### src/rtl/bps_mc_arb_pkg.sv
// Shared types and rdctl tag helpers for the bps memory-controller arbiter.
// The tag occupies the top cbits of rdctl and carries the issuing client id.
package bps_mc_pkg;

  localparam int MC_DATA_WIDTH = 64;
  localparam int RDCTL_WIDTH   = 32;
  localparam int ADDR_WIDTH    = 48;

  // One queued client request; stores carry data, loads carry rdctl in the low bits.
  typedef struct packed {
    logic                     is_ld;
    logic [ADDR_WIDTH-1:0]    vadr;
    logic [MC_DATA_WIDTH-1:0] wrd_rdctl;
  } req_entry_t;

  // Overwrite the top cbits of rdctl with the client id.
  function automatic logic [RDCTL_WIDTH-1:0] tag_insert(input logic [RDCTL_WIDTH-1:0] rdctl,
                                                        input logic [7:0] id, input int cbits);
    logic [RDCTL_WIDTH-1:0] keep;
    logic [RDCTL_WIDTH-1:0] tag;
    keep = {RDCTL_WIDTH{1'b1}} >> cbits;
    tag  = RDCTL_WIDTH'(id) << (RDCTL_WIDTH - cbits);
    return (rdctl & keep) | tag;
  endfunction

  // Zero the tag bits so the client sees its original rdctl.
  function automatic logic [RDCTL_WIDTH-1:0] tag_strip(input logic [RDCTL_WIDTH-1:0] rdctl,
                                                       input int cbits);
    return rdctl & ({RDCTL_WIDTH{1'b1}} >> cbits);
  endfunction

  // Recover the client id from a tagged rdctl.
  function automatic logic [7:0] tag_id(input logic [RDCTL_WIDTH-1:0] rdctl, input int cbits);
    return 8'(rdctl >> (RDCTL_WIDTH - cbits));
  endfunction

endpackage

### src/rtl/bps_mc_arb_if.sv
// MC-side port of the arbiter: request channel out, response channel in.
// master = arbiter, slave = memory controller.
interface bps_mc_arb_if #(
  parameter int ADDR_WIDTH  = bps_mc_pkg::ADDR_WIDTH,
  parameter int RDCTL_WIDTH = bps_mc_pkg::RDCTL_WIDTH
);
  logic                                 mc_req_ld;
  logic                                 mc_req_st;
  logic [ADDR_WIDTH-1:0]                mc_req_vadr;
  logic [bps_mc_pkg::MC_DATA_WIDTH-1:0] mc_req_wrd_rdctl;
  logic                                 mc_req_stall;
  logic [RDCTL_WIDTH-1:0]               mc_rsp_rdctl;
  logic [bps_mc_pkg::MC_DATA_WIDTH-1:0] mc_rsp_data;
  logic                                 mc_rsp_push;
  logic                                 mc_rsp_stall;

  modport master (
    output mc_req_ld, mc_req_st, mc_req_vadr, mc_req_wrd_rdctl, mc_rsp_stall,
    input  mc_req_stall, mc_rsp_rdctl, mc_rsp_data, mc_rsp_push
  );

  modport slave (
    input  mc_req_ld, mc_req_st, mc_req_vadr, mc_req_wrd_rdctl, mc_rsp_stall,
    output mc_req_stall, mc_rsp_rdctl, mc_rsp_data, mc_rsp_push
  );
endinterface

### src/rtl/bps_mc_arb_req_fifo.sv
// Per-client request FIFO with a registered almost-full stall.
// stall asserts once the next occupancy reaches DEPTH-1; the spare entry
// absorbs the request the client sends before it can see the stall.
module bps_mc_req_fifo
  import bps_mc_pkg::*;
#(
  parameter int DEPTH = 4
) (
  input  logic       clk,
  input  logic       rst,
  input  logic       push,
  input  req_entry_t din,
  input  logic       pop,
  output req_entry_t dout,
  output logic       empty,
  output logic       stall
);
  localparam int AW = $clog2(DEPTH);

  req_entry_t    mem [DEPTH];
  logic [AW-1:0] wp, rp;
  logic [AW:0]   cnt, cnt_nxt;
  logic          wr, rd;

  assign wr    = push & ~stall;
  assign empty = (cnt == '0);
  assign rd    = pop & ~empty;
  assign dout  = mem[rp];

  // Occupancy after this cycle's enqueue/dequeue.
  always_comb begin
    cnt_nxt = cnt;
    if (wr && !rd)      cnt_nxt = cnt + 1'b1;
    else if (!wr && rd) cnt_nxt = cnt - 1'b1;
  end

  // Pointers, occupancy and registered stall.
  always_ff @(posedge clk or negedge rst) begin
    if (!rst) begin
      wp    <= '0;
      rp    <= '0;
      cnt   <= '0;
      stall <= 1'b0;
    end else begin
      if (wr) wp <= wp + 1'b1;
      if (rd) rp <= rp + 1'b1;
      cnt   <= cnt_nxt;
      stall <= (cnt_nxt >= (AW+1)'(DEPTH-1));
    end
  end

  // Storage needs no reset; occupancy gates what is visible.
  always_ff @(posedge clk) begin
    if (wr) mem[wp] <= din;
  end
endmodule

### src/rtl/bps_mc_arb.sv
// bps_mc_arb: merges NUM_CLIENTS bps request streams onto one MC port with
// round-robin arbitration, tags load rdctl with the client id, and routes
// MC responses back by that tag.
// Optional: define BPS_MC_ARB_PERF_EN for 16-bit saturating perf counters
// dumped on debug/push_debug every 1024 cycles.
module bps_mc_arb
  import bps_mc_pkg::*;
#(
  parameter int NUM_CLIENTS = 2,
  parameter int CLIENT_BITS = 1,
  parameter int FIFO_DEPTH  = 4,
  parameter int ADDR_WIDTH  = bps_mc_pkg::ADDR_WIDTH,
  parameter int RDCTL_WIDTH = bps_mc_pkg::RDCTL_WIDTH
) (
  input  logic                               clk,
  input  logic                               rst,
  input  logic [NUM_CLIENTS-1:0]             cl_req_ld,
  input  logic [NUM_CLIENTS-1:0]             cl_req_st,
  input  logic [NUM_CLIENTS*ADDR_WIDTH-1:0]  cl_req_vadr,
  input  logic [NUM_CLIENTS*64-1:0]          cl_req_wrd_rdctl,
  output logic [NUM_CLIENTS-1:0]             cl_req_stall,
  output logic [NUM_CLIENTS*RDCTL_WIDTH-1:0] cl_rsp_rdctl,
  output logic [NUM_CLIENTS*64-1:0]          cl_rsp_data,
  output logic [NUM_CLIENTS-1:0]             cl_rsp_push,
  input  logic [NUM_CLIENTS-1:0]             cl_rsp_stall,
  bps_mc_arb_if.master                       mc
`ifdef BPS_MC_ARB_PERF_EN
  ,
  output logic                               push_debug,
  output logic [63:0]                        debug
`endif
);

  req_entry_t             din  [NUM_CLIENTS];
  req_entry_t             dout [NUM_CLIENTS];
  req_entry_t             head;
  logic [NUM_CLIENTS-1:0] empty;
  logic [NUM_CLIENTS-1:0] pop;
  logic [CLIENT_BITS-1:0] rr;
  logic [CLIENT_BITS-1:0] gnt_id;
  logic                   gnt_vld;
  logic [7:0]             rsp_id;

  // Per-client request queues; a simultaneous ld+st is kept as a load.
  for (genvar i = 0; i < NUM_CLIENTS; i++) begin : g_cl
    assign din[i] = '{is_ld:     cl_req_ld[i],
                      vadr:      cl_req_vadr[i*ADDR_WIDTH +: ADDR_WIDTH],
                      wrd_rdctl: cl_req_wrd_rdctl[i*64 +: 64]};
    assign pop[i] = gnt_vld && (gnt_id == CLIENT_BITS'(i));

    bps_mc_req_fifo #(.DEPTH(FIFO_DEPTH)) u_fifo (
      .clk   (clk),
      .rst   (rst),
      .push  (cl_req_ld[i] | cl_req_st[i]),
      .din   (din[i]),
      .pop   (pop[i]),
      .dout  (dout[i]),
      .empty (empty[i]),
      .stall (cl_req_stall[i])
    );
  end

  // Round-robin pick: first non-empty client at or after rr. Iterating from the
  // far end down lets the nearest candidate win the last assignment.
  always_comb begin
    gnt_vld = 1'b0;
    gnt_id  = '0;
    for (int k = NUM_CLIENTS-1; k >= 0; k--) begin
      if (!empty[(int'(rr) + k) % NUM_CLIENTS]) begin
        gnt_vld = 1'b1;
        gnt_id  = CLIENT_BITS'((int'(rr) + k) % NUM_CLIENTS);
      end
    end
    if (mc.mc_req_stall) gnt_vld = 1'b0;
  end

  assign head = dout[gnt_id];

  // MC request register: one-cycle ld/st pulse per grant; rr moves past the winner.
  always_ff @(posedge clk or negedge rst) begin
    if (!rst) begin
      rr                  <= '0;
      mc.mc_req_ld        <= 1'b0;
      mc.mc_req_st        <= 1'b0;
      mc.mc_req_vadr      <= '0;
      mc.mc_req_wrd_rdctl <= '0;
    end else begin
      mc.mc_req_ld <= gnt_vld & head.is_ld;
      mc.mc_req_st <= gnt_vld & ~head.is_ld;
      if (gnt_vld) begin
        rr             <= (int'(gnt_id) == NUM_CLIENTS-1) ? '0 : gnt_id + 1'b1;
        mc.mc_req_vadr <= head.vadr;
        mc.mc_req_wrd_rdctl <= head.is_ld
          ? {{(MC_DATA_WIDTH-RDCTL_WIDTH){1'b0}},
             tag_insert(head.wrd_rdctl[RDCTL_WIDTH-1:0], 8'(gnt_id), CLIENT_BITS)}
          : head.wrd_rdctl;
      end
    end
  end

  // Responses are routed purely by tag, so no state is needed to return them.
  assign rsp_id          = tag_id(mc.mc_rsp_rdctl, CLIENT_BITS);
  assign mc.mc_rsp_stall = |cl_rsp_stall;

  // Response register: push only the tagged client; out-of-range ids match nobody.
  always_ff @(posedge clk or negedge rst) begin
    if (!rst) begin
      cl_rsp_push  <= '0;
      cl_rsp_data  <= '0;
      cl_rsp_rdctl <= '0;
    end else begin
      for (int i = 0; i < NUM_CLIENTS; i++) begin
        cl_rsp_push[i] <= mc.mc_rsp_push && (rsp_id == 8'(i));
        if (mc.mc_rsp_push && (rsp_id == 8'(i))) begin
          cl_rsp_data[i*64 +: 64]                   <= mc.mc_rsp_data;
          cl_rsp_rdctl[i*RDCTL_WIDTH +: RDCTL_WIDTH] <= tag_strip(mc.mc_rsp_rdctl, CLIENT_BITS);
        end
      end
    end
  end

`ifdef BPS_MC_ARB_PERF_EN
  logic [9:0]  perf_cyc;
  logic [15:0] n_ld, n_st, n_stall, n_full;

  function automatic logic [15:0] sat_inc(input logic [15:0] v, input logic en);
    return (en && v != 16'hFFFF) ? v + 16'd1 : v;
  endfunction

  // Count events; at the end of each 1024-cycle window publish and clear.
  always_ff @(posedge clk or negedge rst) begin
    if (!rst) begin
      perf_cyc   <= '0;
      n_ld       <= '0;
      n_st       <= '0;
      n_stall    <= '0;
      n_full     <= '0;
      push_debug <= 1'b0;
      debug      <= '0;
    end else begin
      perf_cyc <= perf_cyc + 1'b1;
      if (perf_cyc == 10'd1023) begin
        debug      <= {sat_inc(n_ld, mc.mc_req_ld), sat_inc(n_st, mc.mc_req_st),
                       sat_inc(n_stall, mc.mc_req_stall), sat_inc(n_full, |cl_req_stall)};
        push_debug <= 1'b1;
        n_ld       <= '0;
        n_st       <= '0;
        n_stall    <= '0;
        n_full     <= '0;
      end else begin
        push_debug <= 1'b0;
        n_ld       <= sat_inc(n_ld, mc.mc_req_ld);
        n_st       <= sat_inc(n_st, mc.mc_req_st);
        n_stall    <= sat_inc(n_stall, mc.mc_req_stall);
        n_full     <= sat_inc(n_full, |cl_req_stall);
      end
    end
  end
`endif

endmodule

### src/flat_wrapper.sv
// flat-port wrapper written by rule: the top's interface ports become plain ports
module bps_mc_arb_flat import bps_mc_pkg::*;
#(
  parameter int NUM_CLIENTS = 2,
  parameter int CLIENT_BITS = 1,
  parameter int FIFO_DEPTH  = 4,
  parameter int ADDR_WIDTH  = bps_mc_pkg::ADDR_WIDTH,
  parameter int RDCTL_WIDTH = bps_mc_pkg::RDCTL_WIDTH
)
  (clk, rst, cl_req_ld, cl_req_st, cl_req_vadr, cl_req_wrd_rdctl, cl_req_stall, cl_rsp_rdctl, cl_rsp_data, cl_rsp_push, cl_rsp_stall, mc_mc_req_ld, mc_mc_req_st, mc_mc_req_vadr, mc_mc_req_wrd_rdctl, mc_mc_rsp_stall, mc_mc_req_stall, mc_mc_rsp_rdctl, mc_mc_rsp_data, mc_mc_rsp_push);
  bps_mc_arb_if #(.ADDR_WIDTH(ADDR_WIDTH), .RDCTL_WIDTH(RDCTL_WIDTH)) mc_i ();
  input  logic clk;
  input  logic rst;
  input  logic [NUM_CLIENTS-1:0] cl_req_ld;
  input  logic [NUM_CLIENTS-1:0] cl_req_st;
  input  logic [NUM_CLIENTS*ADDR_WIDTH-1:0] cl_req_vadr;
  input  logic [NUM_CLIENTS*64-1:0] cl_req_wrd_rdctl;
  output logic [NUM_CLIENTS-1:0] cl_req_stall;
  output logic [NUM_CLIENTS*RDCTL_WIDTH-1:0] cl_rsp_rdctl;
  output logic [NUM_CLIENTS*64-1:0] cl_rsp_data;
  output logic [NUM_CLIENTS-1:0] cl_rsp_push;
  input  logic [NUM_CLIENTS-1:0] cl_rsp_stall;
  output wire logic [$bits(mc_i.mc_req_ld)-1:0] mc_mc_req_ld;
  output wire logic [$bits(mc_i.mc_req_st)-1:0] mc_mc_req_st;
  output wire logic [$bits(mc_i.mc_req_vadr)-1:0] mc_mc_req_vadr;
  output wire logic [$bits(mc_i.mc_req_wrd_rdctl)-1:0] mc_mc_req_wrd_rdctl;
  output wire logic [$bits(mc_i.mc_rsp_stall)-1:0] mc_mc_rsp_stall;
  input wire logic [$bits(mc_i.mc_req_stall)-1:0] mc_mc_req_stall;
  input wire logic [$bits(mc_i.mc_rsp_rdctl)-1:0] mc_mc_rsp_rdctl;
  input wire logic [$bits(mc_i.mc_rsp_data)-1:0] mc_mc_rsp_data;
  input wire logic [$bits(mc_i.mc_rsp_push)-1:0] mc_mc_rsp_push;
  assign mc_mc_req_ld = mc_i.mc_req_ld;
  assign mc_mc_req_st = mc_i.mc_req_st;
  assign mc_mc_req_vadr = mc_i.mc_req_vadr;
  assign mc_mc_req_wrd_rdctl = mc_i.mc_req_wrd_rdctl;
  assign mc_mc_rsp_stall = mc_i.mc_rsp_stall;
  assign mc_i.mc_req_stall = mc_mc_req_stall;
  assign mc_i.mc_rsp_rdctl = mc_mc_rsp_rdctl;
  assign mc_i.mc_rsp_data = mc_mc_rsp_data;
  assign mc_i.mc_rsp_push = mc_mc_rsp_push;
  bps_mc_arb #(.NUM_CLIENTS(NUM_CLIENTS), .CLIENT_BITS(CLIENT_BITS), .FIFO_DEPTH(FIFO_DEPTH), .ADDR_WIDTH(ADDR_WIDTH), .RDCTL_WIDTH(RDCTL_WIDTH)) u_core (.clk(clk), .rst(rst), .cl_req_ld(cl_req_ld), .cl_req_st(cl_req_st), .cl_req_vadr(cl_req_vadr), .cl_req_wrd_rdctl(cl_req_wrd_rdctl), .cl_req_stall(cl_req_stall), .cl_rsp_rdctl(cl_rsp_rdctl), .cl_rsp_data(cl_rsp_data), .cl_rsp_push(cl_rsp_push), .cl_rsp_stall(cl_rsp_stall), .mc(mc_i));
endmodule
### config.mk
export PLATFORM = sky130hd
export DESIGN_NAME = bps_mc_arb_flat
export DESIGN_NICKNAME = d
export VERILOG_FILES = /design/src/rtl/bps_mc_arb_pkg.sv /design/src/rtl/bps_mc_arb_if.sv /design/src/rtl/bps_mc_arb_req_fifo.sv /design/src/rtl/bps_mc_arb.sv /design/src/flat_wrapper.sv
export SDC_FILE = /design/constraint.sdc
export NUM_CORES = 1
export LEC_CHECK = 0
export ABC_AREA = 1
export ABC_CLOCK_PERIOD_IN_PS = 12200
export CORE_MARGIN = 5
export CORE_UTILIZATION = 50
export CTS_BUF_LIST = sky130_fd_sc_hd__clkbuf_8
export DETAILED_ROUTE_END_ITERATION = 12
export DONT_BUFFER_PORTS = 1
export GPL_ROUTABILITY_DRIVEN = 0
export PLACE_DENSITY = 0.66
export SYNTH_ARGS = -nofsm -noshare
export SYNTH_HDL_FRONTEND = slang
export SYNTH_HIERARCHICAL = 1
export SYNTH_SLANG_ARGS = --single-unit
export TNS_END_PERCENT = 1
### constraint.sdc
create_clock -name clk -period 12.2 [get_ports clk]
set_input_delay 2.44 -clock clk [delete_from_list [all_inputs] [get_ports clk]]
set_output_delay 2.44 -clock clk [all_outputs]
set_load 0.02 [all_outputs]
After elaboration in Yosys (flattened, before gate mapping)
Memory sizes are Yosys's and may differ from the RTL's.
Index checks and enable logic that the tools add are counted.
W data, S select, Z words.
{ "classes": {"addsub": 10, "mul": 0, "shifts": 0, "div": 0, "bitwise_logic": 17, "n_mux": 23, "reduce_logical": 16, "order_cmp": 5, "n_eq_ne": 0} }
{ "ops": {"columns": ["cell", "n"], "rows": [
  ["$mux W113", 3],
  ["$mux W64", 1],
  ["$or A31 B32 Y32", 1],
  ["$mux W1", 15],
  ["$mux W3", 4],
  ["$add A2 B1 Y2 const B", 4],
  ["$logic_and A1 B1 Y1", 8],
  ["$logic_not A8 Y1", 1],
  ["$add A3 B1 Y3 const B", 2],
  ["$and A1 B1 Y1", 6],
  ["$ge A3 B2 Y1 const B", 2],
  ["$logic_not A3 Y1", 2],
  ["$not A1 Y1", 6],
  ["$sub A3 B1 Y3 const B", 2],
  ["$logic_not A1 Y1", 4],
  ["$lt A2 B3 Y1 const B", 1],
  ["$add A1 B1 Y1 const B", 2],
  ["$ge A2 B2 Y1 const B", 1],
  ["$lt A1 B2 Y1 const B", 1],
  ["$not A1 Y2", 1],
  ["$or A1 B1 Y1", 2],
  ["$reduce_or A2 Y1", 1],
  ["$and A1 B1 Y1 const A", 1]
]} }
{ "totals": {"mem_bits_rw": 904, "elab_cells": 91, "regBits": 323, "memories": 2, "latch_bits": 0, "romBits": 0} }
{ "memory_table": {"columns": ["memory", "words", "word_bits", "read_ports", "rd_ports_with_merged_regs", "write_ports", "line", "source"], "rows": [
  ["u_core.g_cl[0].u_fifo.mem", 4, 113, 1, 0, 1, "bps_mc_arb_req_fifo.sv:20", "req_entry_t mem [DEPTH];"],
  ["u_core.g_cl[1].u_fifo.mem", 4, 113, 1, 0, 1, "bps_mc_arb_req_fifo.sv:20", null]
]} }

Depth between registers and ports, before layout
{ "depth": {"ltp_word": 14, "depth_mapped": 16, "ltp_nobuf": 15} }

Hierarchy
Netlist, hierarchy kept.
{ "modules_own_cells": {"columns": ["mod", "n_inst", "seq_area_each_um2", "area_per_inst_um2", "cells_per_inst"], "rows": [
  ["bps_mc_req_fifo", 2, 13773.2, 17216.5, 1155],
  ["bps_mc_arb", 1, 7682.4, 12365.6, 1412]
]} }

Least setup slack after synthesis
OpenSTA, ideal clock, no wires.
{ "synth_path": {"path_kind": "input to register", "from": "input cl_req_st[0]", "to": "memory u_core/g_cl[0].u_fifo/mem[0][0] (netlist name) (enable)", "setup_time_ns": 0.587, "stages": 3, "path_slack_ns": 4.197, "n_path_buf": 0, "arrival_ns": 7.416, "t_required_ns": 11.613, "cell_sequence": "or2_2 nand2_1 nor2_1"} }
{ "synth_between": {"elab_chain_cells": 4} }
{ "synth_lines": {"columns": ["item", "line", "source"], "rows": [
  ["from (decl)", "flat_wrapper.sv:15", "input logic [NUM_CLIENTS-1:0] cl_req_st;"],
  ["$or A1 B1 Y1", "bps_mc_arb.sv:54", ".push (cl_req_ld[i] | cl_req_st[i]),"],
  ["$and A1 B1 Y1", "bps_mc_arb_req_fifo.sv:25", "assign wr = push & ~stall;"],
  ["$mux W1", "bps_mc_arb_req_fifo.sv:54", "if (wr) mem[wp] <= din;"],
  ["$mux W1 (implied by the code)", "bps_mc_arb_req_fifo.sv:54", null],
  ["to (decl)", "bps_mc_arb_req_fifo.sv:20", null]
]} }
Every way passes these cells.

Final worst setup path
{ "layout_path": {"from": "input cl_rsp_stall[1]", "to": "output mc_mc_rsp_stall"} }
{ "layout_between": {"elab_chain_cells": 1} }
{ "layout_lines": {"columns": ["item", "line", "source"], "rows": [
  ["from (decl)", "flat_wrapper.sv:22", "input logic [NUM_CLIENTS-1:0] cl_rsp_stall;"],
  ["$reduce_or A2 Y1", "bps_mc_arb.sv:103", "assign mc.mc_rsp_stall = |cl_rsp_stall;"],
  ["to (decl)", "flat_wrapper.sv:27", "output wire logic [$bits(mc_i.mc_rsp_stall)-1:0] mc_mc_rsp_stall;"]
]} }
Every way passes these cells.

==> flow_summary_export.csv <==
group,metric,value,unit
detailed_routing,dr.pass1.iters,5,
job,cap_violations,0,
sta,fin_ws,6.98,ns
finish,post-route-util,55.1,%
die,die-width,316,um
finish,fin_cells,5146,
critical_path,crit_family,"simple AND/OR/NAND/NOR gates",
clock_network,cts_sinks,1227,
clock_network,post-cts-setup-buffers,0,
clock_network,htreeDepth,4,
detailed_routing,num_vias,28700,
placement,dpl_worst_slack,6.98,ns
power_and_ir_drop,seqPwrFrac,48.8,%
finish,drive_gt1_share,8.84,%
power_and_ir_drop,total_power,12.8,mW
sta,clock.fmax,192,MHz
logic_synthesis,synthFlopType,"edfxtp_1",
logic_synthesis,synth_area,46800,um^2
clock_network,cts_buffer_depth,3,
critical_path,endpoint_kind,"output pin",
sta,holdWs,0.592,ns
global_route,overflow,0,
finish,multi_input_area,9910,um^2
critical_path,critPathRequiredTime,9.76,ns
worst_hold_path,hp-class,"reg -> reg",
clock_network,cts-buffers-inserted,192,
sta,final_hold_viol_count,0,
critical_path,path_cells,"or2_2",
logic_synthesis,synth-edff-count,904,
critical_path,path_max_fanout,1,
finish,layout_common_cells,"904 x edfxtp_1, 642 x o21ai_0, 586 x nand2_1",
logic_synthesis,yosysWarnings,6,
clock_network,clkTransAtPathRegs,0.06,ns
die,dieArea,99800,um^2
logic_synthesis,syn_inst,3722,
finish,nNetsFinal,4065,
global_route,grt_usage,24.5,%
clock_network,ctsHoldBuffers,0,
placement,port_buffers,0,
finish,mostFrequentLayoutCell,"edfxtp_1",
detailed_routing,drc,0,
clock_network,worstSkewPairLatency,0.86,ns
placement,placed_area,47600,um^2
critical_path,critical_path_buf_inv_count,0,
global_route,antenna_found_initial,14,
sta,rsz0062_at_grt,"no",
detailed_routing,post_drt_via_cell_ratio,5.57,
global_route,grt_first_pass_wirelength,182,mm
detailed_routing,routedWlPerCell,24.3,um
outcome,status,"completed",
power_and_ir_drop,p_switching,4.74,mW
power_and_ir_drop,pwr-share-clk,25.5,%
power_and_ir_drop,power_frac_comb,25.6,%
sta,layout_min_cycle_time,5.22,ns
die,initial_core_util,50.3,%
power_and_ir_drop,irDropWorstVdd,221,uV
sta,final.setup_skew,0.0402,ns
die,ios,641,
finish,fill_cells,7733,
finish,stdcell_area,51200,um^2
logic_synthesis,ys_seq_area_share,75.3,%
power_and_ir_drop,p_leak,19.2,nW
clock_network,cts_tree,"done",
finish,seq_area,35200,um^2
die,die_h,316,um
critical_path,start_kind,"primary input",
die,coreArea,93000,um^2
critical_path,slowest_stage,"or2_2",
sta,worstMarginPinSlew,1.38,ns
logic_synthesis,synth.avg_cell_area,12.6,um^2
power_and_ir_drop,p_per_area,249,nW/um^2
critical_path,max_stage_delay,0.34,ns
sta,finalSetupViolations,0,
detailed_routing,finalWirelength,125,mm
sta,slew_headroom,8.06,%
detailed_routing,ant_nets,0,
clock_network,cts_resized,0,
detailed_routing,drt-initial-drc-count,2603,
sta,finalCritPeriodShare,42.8,%
global_route,grt_pass1_vias,27500,
clock_network,ctsRootBufferMaster,"clkbuf_8",
sta,setup_tns,0,ns
power_and_ir_drop,sw_frac_of_total,37.2,%
critical_path,worst_ep_arrival_time,2.78,ns
finish,synthToLayoutAreaGrowth,9.51,%
placement,place_hpwl,78.6,mm
global_route,grt_max_degree,324,
logic_synthesis,ys_ff_latch,1227,
sta,slew_viol_final,0,
power_and_ir_drop,p_int,8.02,mW
placement,placedCellCount,4781,
die,placementRows,112,
logic_synthesis,async_flop_share,26.3,%
critical_path,setup.worst_path.class,"in -> out",
logic_synthesis,yosysUniqueCellTypes,33,
[flip-flops by register name, summed over array words and instances (netlist names)]
register / flops
u_core/cl_rsp_data: 128
u_core/cl_rsp_push: 2
u_core/cl_rsp_rdctl: 62
u_core/g_cl.u_fifo/cnt: 6
u_core/g_cl.u_fifo/mem: 904
u_core/g_cl.u_fifo/rp: 4
u_core/g_cl.u_fifo/stall: 2
u_core/g_cl.u_fifo/wp: 4
u_core/mc.mc_req_ld: 1
u_core/mc.mc_req_st: 1
u_core/mc.mc_req_vadr: 48
u_core/mc.mc_req_wrd_rdctl: 64
u_core/rr: 1
[kinds of logic (layout without fill, tap and decap cells)]
family | after synthesis | in the layout | synth area share, %
adder cells (fa/ha/maj) | 14 | 14 | 0.374
flip-flops | 1227 | 1227 | 75.3
AND/OR/NAND/NOR | 1225 | 1225 | 10.4
XOR/XNOR | 8 | 8 | 0.150
AO/OA/AOI/OAI | 875 | 875 | 10.0
other | 1 | 12 | 0.00801
buffers and inverters | 372 | 531 | 3.73
[worst min-delay path, stage by stage (launching register included)]
cell and delay, ns:
dfrtp_1 0.37, nand3_1 0.08, nand2_1 0.09
[worst paths after layout]
check	from	endpoint	slack [ns]	depth (start not counted)
max in group asynchronous	rst	u_core/mc.mc_req_wrd_rdctl[42]$_DFFE_PN0P_	9.78	0
setup reg to reg	u_core/g_cl[1].u_fifo/cnt[0]$_DFF_PN0_	u_core/g_cl[1].u_fifo/stall$_DFF_PN0_	8.11	17
setup / recovery	cl_rsp_stall[1]	mc_mc_rsp_stall	6.98	1
min in group asynchronous	rst	u_core/mc.mc_req_vadr[13]$_DFFE_PN0P_	1.30	0
hold reg to reg	u_core/g_cl[1].u_fifo/cnt[0]$_DFF_PN0_	u_core/g_cl[1].u_fifo/cnt[0]$_DFF_PN0_	0.59	2
hold / removal	u_core/g_cl[1].u_fifo/cnt[0]$_DFF_PN0_	u_core/g_cl[1].u_fifo/cnt[0]$_DFF_PN0_	0.59	2
[Yosys cell counts (2+ instances only)]
library cell / instances / area (um^2)
edfxtp_1: 904 / 27100
o21ai_0: 642 / 3210
nand2_1: 587 / 2200
nor2_1: 456 / 1710
dfrtp_1: 323 / 8080
o22ai_1: 224 / 1400
nand3_1: 152 / 761
inv_1: 130 / 488
buf_2: 116 / 581
clkbuf_1: 80 / 300
nor2_2: 19 / 119
buf_6: 14 / 158
ha_1: 14 / 175
buf_4: 11 / 82.6
clkbuf_2: 6 / 30.0
xor2_1: 6 / 52.6
inv_2: 5 / 18.8
buf_8: 4 / 60.1
nand3b_1: 4 / 30.0
buf_1: 3 / 11.3
nor2_4: 3 / 33.8
or2_2: 3 / 18.8
a21oi_1: 2 / 10.0
inv_4: 2 / 12.5
o21ai_1: 2 / 10.0
o22ai_2: 2 / 25.0
xnor2_1: 2 / 17.5
[metal layers]
layer / routed length, um / GRT usage [%]
met5: 0 / 0
met4: 4430 / 9.99
met3: 13900 / 9.49
met2: 60300 / 39.3
met1: 46400 / 30.0
[area by class of cell]
type	instances	area share, %
Clock buffer	222	5.96
Timing Repair Buffer	38	0.581
Multi-Input combinational cell	2124	19.3
Antenna cell	10	0.0488
Clock inverter	133	1.19
Inverter	138	1.05
Tap cell	1254	3.06
Sequential cell	1227	68.8
[power groups by stage]
stage | Clock (mW) | Combinational [mW] | Sequential [mW]
CTS | 3.33 | 3.29 | 6.24
finish | 3.26 | 3.27 | 6.23
global placement | 0 | 3.23 | 6.30
floorplan | 0 | 2.47 | 6.14
detailed placement | 0 | 3.28 | 6.32
global route | 3.53 | 3.65 | 6.31
(Power assumes the default switching activity.)
